`config.mk`:
```
export PLATFORM = sky130hd
export DESIGN_NAME = video_bus_arbiter
export DESIGN_NICKNAME = d
export VERILOG_FILES = /design/src/rtl/video_bus_arbiter.sv
export SDC_FILE = /design/constraint.sdc
export NUM_CORES = 1
export LEC_CHECK = 0
export ABC_CLOCK_PERIOD_IN_PS = 3300
export CAP_MARGIN = 20
export CORE_ASPECT_RATIO = 1.1
export CORE_MARGIN = 1
export CORE_UTILIZATION = 36
export CTS_BUF_LIST = sky130_fd_sc_hd__clkbuf_8
export DETAILED_ROUTE_END_ITERATION = 12
export MAX_ROUTING_LAYER = met4
export PLACE_DENSITY = 0.8
export SYNTH_ARGS = -nofsm -noshare
export SYNTH_HDL_FRONTEND = slang
export SYNTH_SLANG_ARGS = --single-unit
```
`constraint.sdc`:
```
create_clock -name clk -period 3.3 [get_ports clk]
set_input_delay 0.495 -clock clk [delete_from_list [all_inputs] [get_ports clk]]
set_output_delay 0.495 -clock clk [all_outputs]
set_load 0.02 [all_outputs]
```
`src/rtl/video_bus_arbiter.sv`:
```
// Round-robin arbiter for the shared video write bus, with locked bursts
// capped at MAX_BURST beats and a registered bus stage toward the video controller.
module video_bus_arbiter #(
  parameter int unsigned NUM_REQ   = 4,
  parameter int unsigned MAX_BURST = 16
) (
  input  logic                    clk,
  input  logic                    reset,
  input  logic [NUM_REQ-1:0]      req,
  input  logic [NUM_REQ-1:0]      lock,
  input  logic [NUM_REQ-1:0]      wr,
  input  logic [NUM_REQ-1:0][20:0] addr,
  input  logic [NUM_REQ-1:0][31:0] wr_data,
  output logic [NUM_REQ-1:0]      gnt,
  output logic                    video_cs,
  output logic                    video_wr,
  output logic [20:0]             video_addr,
  output logic [31:0]             video_wr_data,
  output logic                    locked,
  output logic [2:0]              owner
);

  localparam int unsigned ADDR_W = 21;
  localparam int unsigned DATA_W = 32;
  localparam int unsigned PTR_W  = (NUM_REQ > 1) ? $clog2(NUM_REQ) : 1;
  localparam int unsigned CNT_W  = $clog2(MAX_BURST + 1);

  typedef enum logic {ARB, OWNED} state_e;

  state_e              state_q, state_d;
  logic [PTR_W-1:0]    rr_ptr_q, rr_ptr_d;
  logic [PTR_W-1:0]    own_q, own_d;
  logic [CNT_W-1:0]    burst_cnt_q, burst_cnt_d;
  logic                video_cs_q, video_cs_d;
  logic                video_wr_q, video_wr_d;
  logic [ADDR_W-1:0]   video_addr_q, video_addr_d;
  logic [DATA_W-1:0]   video_wr_data_q, video_wr_data_d;

  logic [NUM_REQ-1:0]  gnt_c;
  logic [PTR_W-1:0]    win_c;
  logic [PTR_W-1:0]    idx_c;
  logic                found_c;
  logic                xfer_c;

  function automatic logic [PTR_W-1:0] next_ptr(input logic [PTR_W-1:0] p);
    return PTR_W'((32'(p) + 32'd1) % NUM_REQ);
  endfunction

  // Grant: owner-only while OWNED, otherwise first requester from rr_ptr onward
  always_comb begin
    gnt_c   = '0;
    found_c = 1'b0;
    idx_c   = '0;
    if (!reset) begin
      if (state_q == OWNED) begin
        gnt_c[own_q] = req[own_q];
      end else begin
        for (int unsigned k = 0; k < NUM_REQ; k++) begin
          idx_c = PTR_W'((32'(rr_ptr_q) + k) % NUM_REQ);
          if (!found_c && req[idx_c]) begin
            gnt_c[idx_c] = 1'b1;
            found_c      = 1'b1;
          end
        end
      end
    end
  end

  always_comb begin
    win_c = '0;
    for (int unsigned i = 0; i < NUM_REQ; i++) begin
      if (gnt_c[i]) win_c = PTR_W'(i);
    end
  end

  assign xfer_c = |gnt_c;

  always_comb begin
    state_d         = state_q;
    rr_ptr_d        = rr_ptr_q;
    own_d           = own_q;
    burst_cnt_d     = burst_cnt_q;
    video_cs_d      = xfer_c;
    video_wr_d      = xfer_c & wr[win_c];
    video_addr_d    = video_addr_q;
    video_wr_data_d = video_wr_data_q;

    if (xfer_c) begin
      video_addr_d    = addr[win_c];
      video_wr_data_d = wr_data[win_c];
    end

    case (state_q)
      ARB: begin
        if (xfer_c) begin
          rr_ptr_d = next_ptr(win_c);
          own_d    = win_c;
          if (lock[win_c] && (MAX_BURST > 1)) begin
            state_d     = OWNED;
            burst_cnt_d = CNT_W'(1);
          end
        end
      end
      OWNED: begin
        // Any exit from ownership clears the burst count
        if (req[own_q]) begin
          rr_ptr_d = next_ptr(own_q);
          if (lock[own_q] && ((32'(burst_cnt_q) + 32'd1) != MAX_BURST)) begin
            burst_cnt_d = burst_cnt_q + CNT_W'(1);
          end else begin
            state_d     = ARB;
            burst_cnt_d = '0;
          end
        end else begin
          state_d     = ARB;
          burst_cnt_d = '0;
        end
      end
      default: begin
        state_d     = ARB;
        burst_cnt_d = '0;
      end
    endcase
  end

  always_ff @(posedge clk or posedge reset) begin
    if (reset) begin
      state_q         <= ARB;
      rr_ptr_q        <= '0;
      own_q           <= '0;
      burst_cnt_q     <= '0;
      video_cs_q      <= 1'b0;
      video_wr_q      <= 1'b0;
      video_addr_q    <= '0;
      video_wr_data_q <= '0;
    end else begin
      state_q         <= state_d;
      rr_ptr_q        <= rr_ptr_d;
      own_q           <= own_d;
      burst_cnt_q     <= burst_cnt_d;
      video_cs_q      <= video_cs_d;
      video_wr_q      <= video_wr_d;
      video_addr_q    <= video_addr_d;
      video_wr_data_q <= video_wr_data_d;
    end
  end

  assign gnt           = gnt_c;
  assign video_cs      = video_cs_q;
  assign video_wr      = video_wr_q;
  assign video_addr    = video_addr_q;
  assign video_wr_data = video_wr_data_q;
  assign locked        = (state_q == OWNED);
  assign owner         = 3'(own_q);

endmodule

```
Yosys cells after proc, flatten, opt, wreduce, memory -nomap -nowiden
Index checks and enable logic that the tools add are counted.
Word-level totals
  flip-flop bits (word level): 65
  input port bits: 226
  output and inout bits: 63
  logic and storage cells: 119
Cells by class
  add/subtract/negate cells: 7
  $lt $le $gt $ge: 11
  equal/unequal tests: 4
  muxes and demuxes: 67
  bitwise logic cells: 6
  reduce and logical (&&, ||, !) cells: 16
Operator list (count)
  $bmux W32 S2: 1
  $mux W4: 12
  $bmux W21 S2: 1
  $mux W32: 1
  $mux W1: 27
  $mux W21: 1
  $mux W5: 4
  $lt A2 B3 Y1 const B: 6
  $bmux W1 S2: 8
  $or A4 B4 Y4: 3
  $demux W1 S2: 5
  $ge A2 B1 Y1 const B: 5
  $pmux W5 S2: 1
  $logic_and A1 B1 Y1: 9
  $mux W2: 4
  $add A2 B1 Y2 const B: 3
  $add A5 B1 Y6 const B: 1
  $ne A6 B5 Y1 const B: 1
  $reduce_and A2 Y1: 3
  $add A5 B1 Y5 const B: 1
  $add A2 B2 Y2 const B: 2
  $and A4 B4 Y4: 1
  $ne A2 B2 Y1 const B: 2
  $pmux W2 S2: 1
  6 further kinds: 8

Logic depth before layout (Yosys ltp)
Gate-level depths: netlist (run 1).
  depth after elaboration: 28
  gate-level depth with buffers: 13

Least setup slack after synthesis (run 1)
No wires, ideal clock.
  path kind: input port to flip-flop
  start: in reset
  end: reg video_addr_q[20], in the netlist video_addr[20]
  setup time: 0.142 ns
  arrival time: 3.386 ns
  data required time: 3.158 ns
  path slack: -0.228 ns
  cell stages on the path: 8
  path buffers: 3
  cells stage by stage: inv_1 nand2_1 a31oi_1 or2_1 buf_4 buf_2 buf_2 a221oi_1
On the way
  elaborated cells between the ends (all ways): 7
RTL lines
  start, declared: line 8  | input logic reset,
  $mux W4 (*): line 54  | if (!reset) begin
  via gnt[2]: line 14  | output logic [NUM_REQ-1:0] gnt,
  $mux W2 (2 in series): line 72  | if (gnt_c[i]) win_c = PTR_W'(i);
  $bmux W21 S2: line 89  | video_addr_d = addr[win_c];
  $mux W21 (implied by the code): line 89
  end signal, assigned: line 143  | video_addr_q <= video_addr_d;
  end, declared: line 36  | logic [ADDR_W-1:0] video_addr_q, video_addr_d;
Mark *: on every way through the listed nets, which the timed path passes. The rest lies on a longest branch. The select of a mux whose other input is x is not followed.
A chain may end at the register's enable or synchronous reset.

Worst setup path after layout (run 1)
  start: reg rr_ptr_q[0]
  end: reg video_wr_data_q[5], in the netlist video_wr_data[5]
On the way
  word-level cells in the longest chain between the ends: 25
  elaborated cells between the ends (all ways): 67
Ends and longest elaborated chain
  start, declared: line 31  | logic [PTR_W-1:0] rr_ptr_q, rr_ptr_d;
  start signal, assigned: line 138  | rr_ptr_q <= rr_ptr_d;
  parallel branches: the longest is 17 deep, another holds $lt A2 B3 Y1
  $mux W4 (*): line 60  | if (!found_c && req[idx_c]) begin
  $mux W4 (*): line 55  | if (state_q == OWNED) begin
  $mux W4 (*): line 54
  $mux W1: line 72
  $mux W2 (2 in series): line 72
  $bmux W32 S2: line 90  | video_wr_data_d = wr_data[win_c];
  $mux W32 (implied by the code): line 90
  end signal, assigned: line 144  | video_wr_data_q <= video_wr_data_d;
  end, declared: line 37  | logic [DATA_W-1:0] video_wr_data_q, video_wr_data_d;
Every way passes the cells marked *. The select of a mux whose other input is x is not followed.

==> results.md, run 1 <==
* Maximum VDD drop at 1.39 mV
* DR vias/cell at 5.37
* Root Driver: clkbuf_8
* Num CTS Buffers at 9
* Antenna-violating nets left at 0
* Netlist cell types at 57
* Period utilization at 97.3%
* Avg Cell Area, Syn at 10.8 µm²
* First-pass GRT wire length at 27200 µm
* Worst setup EP type: flip-flop
* DRC at 0
* Gr usage total at 25.0%
* Area of the die at 0.0142 mm²
* Most common cell after layout, fill and taps aside: clkdlybuf4s50_1
* Input/output buffers at 287
* Initial Util at 37.1%
* Synth warnings at 0
* Worst Max-Slew Pin Slew at 0.550 ns
* Post-synth EDFFs at 0
* Max-slew violation count at 0
* Seq/Total Area, Yosys at 33.0%
* Min-Delay Path Depth at 2
* Pre-CTS WS at -0.352 ns
* Startpoint types: flip-flop
* Critical Path AT at 3.44 ns
* Unrepaired setup endpoints after global routing: yes
* Postcts setup bufs at 0
* Mapped Nets at 693
* Syn Inst Count at 458
* Fin Hold WS at 0.604 ns
* CP required at 3.53 ns
* Initial antenna violation count at 0
* Synthesis-to-layout area growth at 69.9%
* Worst r2r src: rr_ptr_q[0]
* CTS hold repair buffers at 0
* Core Region at 0.0133 mm²
* Routed vias at 5087
* Worst min-delay path endpoint: burst_cnt_q[1]
* Async SR Flop Fraction at 100%
* Worst Clk Skew at 0.00692 ns
* Most frequent cells in the layout: 279 x clkdlybuf4s50_1, 113 x mux2i_1, 64 x dfrtp_1
* Post-detail-place hpwl at 13800 µm
* Filler Cells Inserted at 1077
* Ant. Diodes at 0
* Total chip power at 8410 µW
* Status: finished, final reports clean
* Synth Register Bits at 65
* Max Freq at 312 MHz
* Mapped Area at 0.00493 mm²
* CP Class: flip-flop to flip-flop
* Relative slew margins at 63.3%
* Crit-path max FO at 11
* Share of layout cells above drive strength 1 at 14.4%
* Routed length per instance at 18.4 µm
* Cell row count at 44
* Final WS setup at 0.0906 ns
* # clock sinks at 65
* Top Ports at 289
* First-pass DRT Iterations at 4
* Clock transition at path regs at 0.07 ns
* P per Cell Area at 1000 mW/mm²
* R2R cell count at 11
* Final WL at 17400 µm
* NumNets Final at 994
* Fin crit period at 3.21 ns
* Final Hold Vio Count at 0
* Vias in the first global route at 5479
* Util after Layout at 63.1%
* Remaining global-route overflow at 0
* Largest net degree at the start of global routing at 62
* Maxcap violations at 0
* Min-delay worst type: flip-flop to flip-flop
* Worst-path cell chain: inv_1 -> ha_2 -> buf_4 -> mux4_2 -> nor4b_4 -> nand2_1 -> a32o_1 -> a21o_4 -> buf_4 -> mux2i_1 -> a221oi_1
* Hold Crit Start: burst_cnt_q[1]
* Worst stage delay on the critical path at 0.41 ns
* Final Setup Violations at 0
* CP bufs+invs at 3
* CP max stage cell: dfrtp_2
* DR iter-0 viols at 213
* Die width at 114 µm
* Clk Latency, worst-skew pair at 0.34 ns
* H-tree Lvls at 3
* Leak Pwr at 0.00320 µW
* Chip height at 125 µm
* TritonCTS clock tree: done
* Top_reg_cell synth: dfrtp_1
* Largest delay share family, worst path: compound AO/OA/AOI/OAI gates
* Most used cell, CP: buf_4
* Flop2flop setup slack at 0.09 ns
* Worst flop-to-flop path endpoint: video_wr_data[5]
* Clock buffer depth at 2
* Placer congestion estimate at 1.03
* Total negative setup slack at 0 ns
-- cells by family after synthesis --
| group | share of synthesized area (%) |
|---|---|
| multiplexers | 26.8 |
| AND/OR/NAND/NOR | 12.6 |
| AO/OA/AOI/OAI | 17.3 |
| flip-flops | 33.0 |
| buffers and inverters | 7.36 |
| adder cells (fa/ha/maj) | 2.29 |
| XOR/XNOR | 0.533 |
| other | 0.0761 |
-- final cells by class --
class / count / area, µm² / share of cell area [%]
clock buffers: 12 / 165 / 1.97
clock inverters: 4 / 42.5 / 0.508
inverters: 7 / 31.3 / 0.374
multi-input cells: 342 / 2980 / 35.6
flip-flops and latches: 65 / 1630 / 19.4
well taps: 184 / 230 / 2.75
repair buffers: 334 / 3290 / 39.3
-- stage by stage --
step                      instance area [µm²]  instances
after floorplan                          4940        458
after global placement                   8140        932
after detailed placement                 8140        932
after CTS                                8340        948
after global routing                     8370        948
final                                    8370        948
-- Yosys cell counts (all sizes together) (3+ instances only) --
| library cell | number | area share (%) |
|---|---|---|
| a221oi | 54 | 12 |
| a31oi | 3 | 0.38 |
| and3 | 5 | 0.63 |
| buf | 33 | 6.0 |
| clkbuf | 11 | 0.84 |
| dfrtp | 65 | 33 |
| ha | 9 | 2.3 |
| inv | 5 | 0.38 |
| mux2 | 3 | 0.69 |
| mux2i | 115 | 23 |
| mux4 | 6 | 2.7 |
| nand2 | 20 | 1.5 |
| nand2b | 4 | 0.51 |
| nand3 | 9 | 0.91 |
| nor2 | 7 | 0.69 |
| nor2b | 3 | 0.38 |
| nor3 | 54 | 5.5 |
| nor3b | 5 | 0.86 |
| o21ai | 9 | 0.99 |
| o22ai | 5 | 0.63 |
-- routing by layer --
layer / wire [µm] / global-route usage (%) / up-vias
met1: 6730 / 27.3 / 2436
li1: - / - / 2399
met5: 0 / - / -
met3: 1120 / 4.43 / 42
met2: 8980 / 44.2 / 210
met4: 573 / 10.9 / 0
-- how the worst max path moves through the flow --
stage / from / endpoint / slack (ns) / depth (start not counted)
6_report: rr_ptr_q[0] / video_wr_data[5] / 0.09 / 11
2_1_floorplan: rr_ptr_q[0] / video_addr[20] / 0.04 / 13
3_3_place_gp: req[2] / video_wr_data[13] / -0.26 / 11
5_1_grt: rr_ptr_q[1] / video_wr_data[15] / -0.09 / 12
3_5_place_dp: req[3] / video_wr_data[10] / -0.35 / 9
4_1_cts: rr_ptr_q[0] / gnt[1] / 0.01 / 9
-- worst reg2reg max path: stages (launching register included) --
cell and delay, ns:
dfrtp_2 0.41, inv_1 0.08, ha_2 0.31, buf_4 0.15, mux4_2 0.37, nor4b_4 0.33, nand2_1 0.18, a32o_1 0.28
a21o_4 0.30, buf_4 0.22, mux2i_1 0.13, a221oi_1 0.32
-- sequential cells by signal, indices dropped and copies added, names as in the netlist --
register	flops
video_wr	1
rr_ptr_q	2
video_wr_data	32
own_q	2
video_addr	21
locked	1
video_cs	1
burst_cnt_q	5
-- power by group --
group          leakage, µW  switching, µW  internal (µW)
combinational      0.00235           3210           3040
clock             0.000115            313            405
sequential        0.000736            212           1230
-- timing repair --
action,in CTS,in global routing
endpoints found under the setup margin,4,56
endpoints found under the hold margin,0,0
pin swaps,0,1
resized for setup,6,16
No activity file was read; power rests on OpenSTA's default activity.
==> run 2: changes to the inputs <==
--- a/config.mk
+++ b/config.mk
@@ -8,7 +8,6 @@
 export ABC_CLOCK_PERIOD_IN_PS = 3300
 export CAP_MARGIN = 20
 export CORE_ASPECT_RATIO = 1.1
-export CORE_MARGIN = 1
 export CORE_UTILIZATION = 36
 export CTS_BUF_LIST = sky130_fd_sc_hd__clkbuf_8
 export DETAILED_ROUTE_END_ITERATION = 12
==> results of run 2 <==
Final layout, timing and power as in run 1 (identical DEF).
==> run 3: changes to the inputs <==
--- a/config.mk
+++ b/config.mk
@@ -8,11 +8,12 @@
 export ABC_CLOCK_PERIOD_IN_PS = 3300
 export CAP_MARGIN = 20
 export CORE_ASPECT_RATIO = 1.1
-export CORE_UTILIZATION = 36
-export CTS_BUF_LIST = sky130_fd_sc_hd__clkbuf_8
+export CORE_UTILIZATION = 35
+export CTS_BUF_LIST = sky130_fd_sc_hd__clkbuf_4 sky130_fd_sc_hd__clkbuf_8 sky130_fd_sc_hd__clkbuf_16
 export DETAILED_ROUTE_END_ITERATION = 12
 export MAX_ROUTING_LAYER = met4
-export PLACE_DENSITY = 0.8
+export PLACE_DENSITY = 0.78
+export RECOVER_POWER = 25
 export SYNTH_ARGS = -nofsm -noshare
 export SYNTH_HDL_FRONTEND = slang
 export SYNTH_SLANG_ARGS = --single-unit
==> constraint.sdc (replaced) <==
create_clock -name clk -period 3.3 [get_ports clk]
set_input_delay 0.66 -clock clk [delete_from_list [all_inputs] [get_ports clk]]
set_output_delay 0.66 -clock clk [all_outputs]
set_load 0.02 [all_outputs]
==> results.md, run 3 (same netlist as run 1, synthesis figures left out) <==
* Top Ports at 289 (unchanged)
* NumNets Final at 999 (was 994)
* Most common cell after layout, fill and taps aside: clkdlybuf4s50_1 (unchanged)
* Max-slew violation count at 0 (unchanged)
* CP max stage cell: mux4_2 (was dfrtp_2)
* Die width at 115 µm (was 114 µm)
* Critical Path AT at 2.53 ns (was 3.44 ns)
* CP Class: input pin to primary output (was flip-flop to flip-flop)
* Maxcap violations at 0 (unchanged)
* Worst-path cell chain: dlygate4sd2_1 -> mux4_2 -> nor4b_4 -> buf_4 -> nand2_1 -> a32o_1 -> clkinv_2 -> buf_4 (was inv_1 -> ha_2 -> buf_4 -> mux4_2 -> nor4b_4 -> nand2_1 -> a32o_1 -> a21o_4 -> buf_4 -> mux2i_1 -> a221oi_1)
* Final Hold Vio Count at 0 (unchanged)
* Initial antenna violation count at 7 (was 0)
* Final WL at 18500 µm (was 17400 µm)
* Period utilization at 96.7% (was 97.3%)
* Non-Filler Instances at 964 (was 948)
* Largest net degree at the start of global routing at 54 (was 62)
* Worst setup EP type: primary output (was flip-flop)
* Core Region at 0.0138 mm² (was 0.0133 mm²)
* Comb pwr share at 72.3% (was 74.3%)
* Unrepaired setup endpoints after global routing: no (was yes)
* Input/output buffers at 287 (unchanged)
* Vias in the first global route at 5324 (was 5479)
* Min-delay worst type: flip-flop to flip-flop (unchanged)
* Leak Pwr at 0.00327 µW (was 0.00320 µW)
* Maximum VDD drop at 0.486 mV (was 1.39 mV)
* # clock sinks at 65 (unchanged)
* Most used cell, CP: buf_4 (unchanged)
* P_int at 5080 µW (was 4670 µW)
* Sequential power share at 16.2% (was 17.2%)
* DR vias/cell at 5.34 (was 5.37)
* Placer congestion estimate at 0.888 (was 1.03)
* Filler Cells Inserted at 1139 (was 1077)
* Routed vias at 5151 (was 5087)
* Initial Util at 35.7% (was 37.1%)
* First-pass DRT Iterations at 4 (unchanged)
* Largest delay share family, worst path: buffers and inverters (was compound AO/OA/AOI/OAI gates)
* Cell row count at 45 (was 44)
* Clock transition at path regs at 0.06 ns (was 0.07 ns)
* TritonCTS clock tree: done (unchanged)
* DRC at 0 (unchanged)
* Routed length per instance at 19.2 µm (was 18.4 µm)
* Status: finished, final reports clean (unchanged)
* Antenna-violating nets left at 0 (unchanged)
* Fin Hold WS at 0.606 ns (was 0.604 ns)
* Area of the multi-input gates at 0.00301 mm² (was 0.00298 mm²)
* Clock buffer depth at 2 (unchanged)
* Clk Latency, worst-skew pair at 0.33 ns (was 0.34 ns)
* Startpoint types: input pin (was flip-flop)
* Max reg flops at 32 (unchanged)
* Relative slew margins at 15.7% (was 63.3%)
* Share of layout cells above drive strength 1 at 15.3% (was 14.4%)
* Chip height at 126 µm (was 125 µm)
* Worst stage delay on the critical path at 0.57 ns (was 0.41 ns)
* FF/Latch Area at 0.00163 mm² (unchanged)
* Fin crit period at 3.19 ns (was 3.21 ns)
* P per Cell Area at 1040 mW/mm² (was 1000 mW/mm²)
* Gr usage total at 25.5% (was 25.0%)
* Root Driver: clkbuf_16 (was clkbuf_8)
* Most frequent cells in the layout: 278 x clkdlybuf4s50_1, 113 x mux2i_1, 64 x dfrtp_1 (was 279 x clkdlybuf4s50_1, 113 x mux2i_1, 64 x dfrtp_1)
* First-pass GRT wire length at 27700 µm (was 27200 µm)
* DR iter-0 viols at 284 (was 213)
* Final Setup Violations at 0 (unchanged)
* Crit-path max FO at 6 (was 11)
* Worst Max-Slew Pin Slew at 1.27 ns (was 0.550 ns)
* Post-detail-place hpwl at 14300 µm (was 13800 µm)
* Num CTS Buffers at 9 (unchanged)
* Placed Cells incl. Taps at 938 (was 932)
* Clock share of power at 11.5% (was 8.5%)
* Worst Clk Skew at 0.00911 ns (was 0.00692 ns)
* Area of the die at 0.0146 mm² (was 0.0142 mm²)
* Synthesis-to-layout area growth at 74.9% (was 69.9%)
* CP required at 2.64 ns (was 3.53 ns)
* Switching fraction of total power at 43.4% (was 44.5%)
* P_sw at 3890 µW (was 3740 µW)
* Max Freq at 313 MHz (was 312 MHz)
* Remaining global-route overflow at 0 (unchanged)
* CP bufs+invs at 4 (was 3)
* H-tree Lvls at 3 (unchanged)
run 3: power groups by stage:
stage	clock network (µW)	logic (µW)	registers, µW
CTS	1050	6470	1450
finish	1030	6490	1450
global placement	0	6170	1440
floorplan	0	3850	1870
detailed placement	0	6300	1460
global route	1090	6950	1500
run 3: final timing paths:
kind                                        to  cells after the start  slack (ns)      startpoint
worst max-delay path                    gnt[1]                      8        0.11          req[2]
worst min-delay path            burst_cnt_q[4]                      2        0.61  burst_cnt_q[4]
worst max register to register   video_addr[4]                     12        0.20     rr_ptr_q[1]
worst min register to register  burst_cnt_q[4]                      2        0.61  burst_cnt_q[4]
max in group asynchronous          rr_ptr_q[0]                      4        1.04           reset
min in group asynchronous          rr_ptr_q[1]                      4        1.46           reset
run 3: area by class of cell:
type	count	area share [%]
Timing Repair Buffer	339	39.2
Multi-Input combinational cell	342	34.9
Sequential cell	65	18.9
Tap cell	188	2.73
Clock buffer	9	2.61
Clock inverter	7	1.10
Inverter	7	0.334
Antenna cell	7	0.203
run 3: per-stage QoR:
step                      util (%)  cell area (µm²)  power, µW  setup TNS, ns  setup slack, ns
after floorplan                  -             4940       5720              0          0.00738
after global placement        59.4             8200       7620         -22.96           -0.513
after detailed placement      59.4             8200       7760         -25.29           -0.523
after CTS                     62.2             8580       8970              0           0.0622
after global routing          62.5             8620       9530              0           0.0276
final                         62.5             8620       8970              0            0.107
run 3: repair_timing:
item                       4_1_cts  5_1_grt
hold buffers                     0        0
pin swaps                        4        1
gates cloned                     1        0
setup endpoints to repair       58       44
gates resized for setup         26        7
setup buffers                    2        0
run 3: per-layer routing:
layer	track usage (%)	wire, µm
met3	6.98	1460
met4	11.9	579
met2	44.1	9460
met1	26.8	7030
met5	-	0
run 3: worst reg2reg max path: cells and delay by family, from the launching register on:
kind,cells,cell delay [ns]
AO/OA/AOI/OAI,3,0.62
adder cells (fa/ha/maj),1,0.32
buffers and inverters,4,0.63
flip-flops,1,0.36
multiplexers,2,0.71
AND/OR/NAND/NOR,2,0.37
